===== config.mk =====
export PLATFORM = sky130hd
export DESIGN_NAME = program_memory_arbiter
export DESIGN_NICKNAME = d
export VERILOG_FILES = /design/src/rtl/program_memory_arbiter.sv
export SDC_FILE = /design/constraint.sdc
export NUM_CORES = 1
export LEC_CHECK = 0
export CORE_MARGIN = 2
export CORE_UTILIZATION = 40
export CTS_CLUSTER_DIAMETER = 200
export CTS_CLUSTER_SIZE = 20
export DETAILED_ROUTE_END_ITERATION = 12
export PLACE_DENSITY_LB_ADDON = 0.3
export SYNTH_ARGS = -nofsm -noshare
export SYNTH_HDL_FRONTEND = slang
export SYNTH_SLANG_ARGS = --single-unit

===== constraint.sdc =====
create_clock -name clk -period 4.65 [get_ports clk]
set_clock_uncertainty 0.05 [all_clocks]
set_input_delay 0.93 -clock clk [delete_from_list [all_inputs] [get_ports clk]]
set_output_delay 0.93 -clock clk [all_outputs]
set_load 0.01 [all_outputs]

===== src/rtl/program_memory_arbiter.sv =====
// Shares the program-memory read port between fetch (priority) and debug (starvation-protected).
// Grants are combinational and data/err return registered one cycle later; a denied requester just holds its request.
module program_memory_arbiter #(
   parameter int                    DATA_WIDTH   = 32,
   parameter int                    MEMORY_DEPTH = 256,
   parameter logic [DATA_WIDTH-1:0] BASE_ADDR    = 'h0040_0000,
   parameter int                    STARVE_LIMIT = 4
) (
   input  logic                  clk,
   input  logic                  reset,
   input  logic                  fetch_req_i,
   input  logic [DATA_WIDTH-1:0] fetch_addr_i,
   input  logic                  fetch_flush_i,
   output logic                  fetch_gnt_o,
   output logic                  fetch_rvalid_o,
   output logic [DATA_WIDTH-1:0] fetch_instr_o,
   output logic                  fetch_err_o,
   input  logic                  dbg_req_i,
   input  logic [DATA_WIDTH-1:0] dbg_addr_i,
   output logic                  dbg_gnt_o,
   output logic                  dbg_rvalid_o,
   output logic [DATA_WIDTH-1:0] dbg_data_o,
   output logic                  dbg_err_o,
   output logic [DATA_WIDTH-1:0] mem_address_o,
   input  logic [DATA_WIDTH-1:0] mem_instruction_i
);

   typedef enum logic [1:0] {IDLE, FETCH, DEBUG} owner_t;

   localparam logic [7:0]            LIMIT = 8'(STARVE_LIMIT);
   localparam logic [DATA_WIDTH-3:0] DEPTH = (DATA_WIDTH-2)'(MEMORY_DEPTH);

   owner_t                state;
   logic [7:0]            starve_cnt;
   logic                  fetch_eligible, force_dbg, fetch_gnt, dbg_gnt, addr_err;
   logic [DATA_WIDTH-1:0] offset, fetch_instr_q, dbg_data_q;
   logic                  fetch_err_q, dbg_err_q;

   always_comb begin
      fetch_eligible = fetch_req_i & ~fetch_flush_i;
      force_dbg      = dbg_req_i & (starve_cnt == LIMIT);
      fetch_gnt      = reset & ~force_dbg & fetch_eligible;
      dbg_gnt        = reset & (force_dbg | (~fetch_eligible & dbg_req_i));
      mem_address_o  = '0;
      if (fetch_gnt)
         mem_address_o = fetch_addr_i;
      else if (dbg_gnt)
         mem_address_o = dbg_addr_i;
      // Addresses below the base wrap to a huge offset and fail the depth compare.
      offset   = mem_address_o - BASE_ADDR;
      addr_err = (mem_address_o[1:0] != 2'b00) | (offset[DATA_WIDTH-1:2] >= DEPTH);
   end

   always_ff @(posedge clk or negedge reset) begin
      if (!reset) begin
         state         <= IDLE;
         starve_cnt    <= '0;
         fetch_instr_q <= '0;
         fetch_err_q   <= 1'b0;
         dbg_data_q    <= '0;
         dbg_err_q     <= 1'b0;
      end else begin
         if (fetch_gnt)
            state <= FETCH;
         else if (dbg_gnt)
            state <= DEBUG;
         else
            state <= IDLE;

         if (dbg_gnt || !dbg_req_i)
            starve_cnt <= '0;
         else if (fetch_gnt && starve_cnt != LIMIT)
            starve_cnt <= starve_cnt + 8'd1;

         if (fetch_gnt) begin
            fetch_instr_q <= addr_err ? '0 : mem_instruction_i;
            fetch_err_q   <= addr_err;
         end
         if (dbg_gnt) begin
            dbg_data_q <= addr_err ? '0 : mem_instruction_i;
            dbg_err_q  <= addr_err;
         end
      end
   end

   // A flush in the response cycle kills the fetch response but leaves the data register loaded.
   assign fetch_gnt_o    = fetch_gnt;
   assign dbg_gnt_o      = dbg_gnt;
   assign fetch_rvalid_o = (state == FETCH) & ~fetch_flush_i;
   assign fetch_err_o    = fetch_rvalid_o & fetch_err_q;
   assign fetch_instr_o  = fetch_instr_q;
   assign dbg_rvalid_o   = (state == DEBUG);
   assign dbg_err_o      = dbg_rvalid_o & dbg_err_q;
   assign dbg_data_o     = dbg_data_q;

endmodule


==> qor.yml <==
cap_violations: 0
cts_sinks: 76
antennaDiodeCount: 0
clockBufferDepth: 2
power.share.switching_pct: 23.3
max_clock_freq_ghz: 0.239
tns_ns: 0
h-tree-depth: 3
p_leak_nw: 2.40
die_w_um: 100
seq_power_share_pct: 44.4
drc: 0
netlist_top_cells_area: "dfrtp_1, a32o_1, nand2_1"
track_usage_pct: 24.1
io_buffer_count: 202
syn-cell-area_mm2: 0.00368
hold_class: "flop to flop"
wl_um: 12200
critical_path_required_ns: 3.67
worstPathCellList: "clkdlybuf4s50_1 > and4bb_1 > a22o_4 > nand2_4 > inv_2 > a22o_1 > clkdlybuf4s50_1"
finalHoldViolCount: 0
dpl.hpwl_um: 8670
grt_max_degree: 50
routed-via-count: 3625
core_mm2: 0.00906
synth_top_area_share_pct: 51.6
wire_per_inst_um: 18.6
grt_pass1_vias: 3712
synth-seq-cells: 76
comb_power_share_pct: 16.8
synth_cell_types: 47
grt-ovfl-total: 0
p_int_mw: 1.15
postCtsSetupBuffers: 0
rsz0062_at_grt: "false"
cp_slowest_stage_delay_ns: 0.54
nNetsFinal: 645
io_pins: 203
start_util_pct: 40.6
endpoint_kind: "output port"
cp.arrival_ns: 3.21
syn_to_final_growth_pct: 62.6
timing.final.max_slew_violations: 0
async_flop_share_pct: 100
synth-seq-area-share_pct: 51.6
period_share_pct: 90.1
worst_pin_slew_ns: 0.606
syn_avg_cell_area_um2: 10.6
cp_max_fo: 35
synth_cells: 348
path_buf_inv: 3
clk_latency_ns: 0.34
antenna_found_initial: 0
cpLargestDelayFamily: "buffers and inverters"
place.gp.congestion: 0.807
ir_drop_mv: 0.267
first_iter_violations: 120
critPathSlowestCell: "clkdlybuf4s50_1"
setup_viol: 0
cts_tree: "built"
relSlewSlack_pct: 59.6
die_y_um: 100
outcome: "completed"
path_common_cell: "clkdlybuf4s50_1"
power.switching_uw: 349
dieArea_mm2: 0.00999
rows: 35
clkTransAtPathRegs_ns: 0.08
cts.repair.resized: 0
drive_above_1_share_pct: 7.31
ctsHoldBuffers: 0
synth_nets: 451
power.density_mw_per_mm2: 250
crit_type: "primary input to output port"
ys.warnings.count: 0
dp.cells: 642
firstDrtPassIters: 4
start_kind: "primary input"
grt_pass1_wl_um: 19000
viasPerCell: 5.51
cts_root_buf: "clkbuf_8"
synthFlopType: "dfrtp_1"
stdcell_count: 658
synth_edf_count: 0
nFillCells: 732
fin_crit_ns: 4.19
ant_nets: 0
numCtsBuffers: 9
yosysTopAreaCell: "dfrtp_1"
clock_power_share_pct: 38.8
## per-layer routing
layer	track usage [%]	wire length [um]	part of all wire (%)
met1	29.3	4850	40
met2	41.6	6220	51
met3	6.13	1010	8.2
met4	8.22	145	1.2
met5	0	0	0
## registers in the layout, summed over array words and instances (netlist names)
register and count:
dbg_data_o 32, starve_cnt 8, state 2, fetch_err_q 1, dbg_err_q 1, fetch_instr_o 32
## final cells by class
cell class	count	area (um^2)	area share, %
Clock buffer	13	169	2.82
Clock inverter	3	67.6	1.13
Inverter	7	26.3	0.439
Multi-Input combinational cell	238	1600	26.6
Sequential cell	76	1900	31.7
Tap cell	111	139	2.32
Timing Repair Buffer	210	2090	34.9
## cells in the final DEF (no fill, tap or decap), drive strengths merged, types with 3 or more instances in the layout
master | Yosys | routed
a22o | 30 | 30
a2bb2oi | 3 | 3
a32o | 34 | 34
and2 | 3 | 3
buf | 17 | 9
clkbuf | 10 | 13
clkdlybuf4s50 | 0 | 201
dfrtp | 76 | 76
inv | 7 | 7
nand2 | 71 | 71
nand3b | 3 | 3
nor2 | 16 | 16
nor3 | 3 | 3
nor4 | 6 | 6
o21ai | 33 | 33
xor2 | 4 | 4
## stage by stage
stage          power [mW]  setup slack (ns)  cell area [um^2]  hold slack [ns]  util [%]
6_report             1.50             0.459              5990            0.435      66.1
5_1_grt              1.56             0.321              5990            0.458      66.1
4_1_cts              1.51             0.459              5990            0.441      66.1
3_5_place_dp        0.929             0.466              5750            0.424      63.5
3_3_place_gp        0.927             0.515              5750            0.415      63.5
2_1_floorplan       0.763              1.33              3680            0.422         -
## power groups by stage
stage	clock [mW]	combinational, mW	sequential [mW]
after global routing	0.624	0.268	0.665
after detailed placement	0	0.251	0.678
after global placement	0	0.249	0.678
final	0.580	0.251	0.665
after CTS	0.596	0.253	0.665
after floorplan	0	0.0845	0.679
## worst register-to-register path: cells and delay by family, from the launching register on
| kind | cells | cell delay, ns |
|---|---|---|
| flip-flops | 1 | 0.40 |
| AND/OR/NAND/NOR | 3 | 0.54 |
| AO/OA/AOI/OAI | 3 | 1.09 |
| buffers and inverters | 3 | 0.86 |
| adder cells (fa/ha/maj) | 1 | 0.16 |
## path summary, 6_finish.rpt
| kind | end | slack [ns] | startpoint | cells after the start |
|---|---|---|---|---|
| hold reg to reg | fetch_instr_o[29] | 0.43 | fetch_instr_o[29] | 2 |
| hold / removal | fetch_instr_o[29] | 0.43 | fetch_instr_o[29] | 2 |
| setup / recovery | mem_address_o[16] | 0.46 | dbg_req_i | 7 |
| min in group asynchronous | dbg_err_q | 0.50 | reset | 1 |
| setup reg to reg | fetch_instr_o[8] | 1.49 | starve_cnt[0] | 10 |
| max in group asynchronous | fetch_instr_o[7] | 3.06 | reset | 2 |
## synth_stat cells (2+ instances only)
| master | n |
|---|---|
| xnor2_1 | 2 |
| nor2_1 | 15 |
| clkbuf_1 | 10 |
| nor3_1 | 3 |
| inv_2 | 3 |
| nand3b_1 | 3 |
| a22o_1 | 29 |
| or4_1 | 2 |
| o21ai_1 | 33 |
| buf_1 | 5 |
| nand4_1 | 2 |
| and2_1 | 3 |
| o2111ai_1 | 2 |
| nand2_1 | 70 |
| dfrtp_1 | 76 |
| a32o_1 | 34 |
| a2bb2oi_1 | 2 |
| a21oi_1 | 2 |
| buf_6 | 7 |
| inv_1 | 4 |
| buf_2 | 5 |
| xor2_1 | 4 |
| ha_1 | 2 |
| nor4_1 | 6 |
| mux2_2 | 2 |
## cell families (layout without fill, tap and decap cells)
| kind of cell | count (synthesis) | in the layout | share of synthesized area, % |
|---|---|---|---|
| buffers and inverters | 34 | 233 | 5.06 |
| adder cells (fa/ha/maj) | 2 | 2 | 0.679 |
| AO/OA/AOI/OAI | 114 | 114 | 25.9 |
| multiplexers | 3 | 3 | 0.883 |
| XOR/XNOR | 6 | 6 | 1.43 |
| AND/OR/NAND/NOR | 113 | 113 | 14.4 |
| flip-flops | 76 | 76 | 51.6 |
Power figures use the tool's default switching activity.
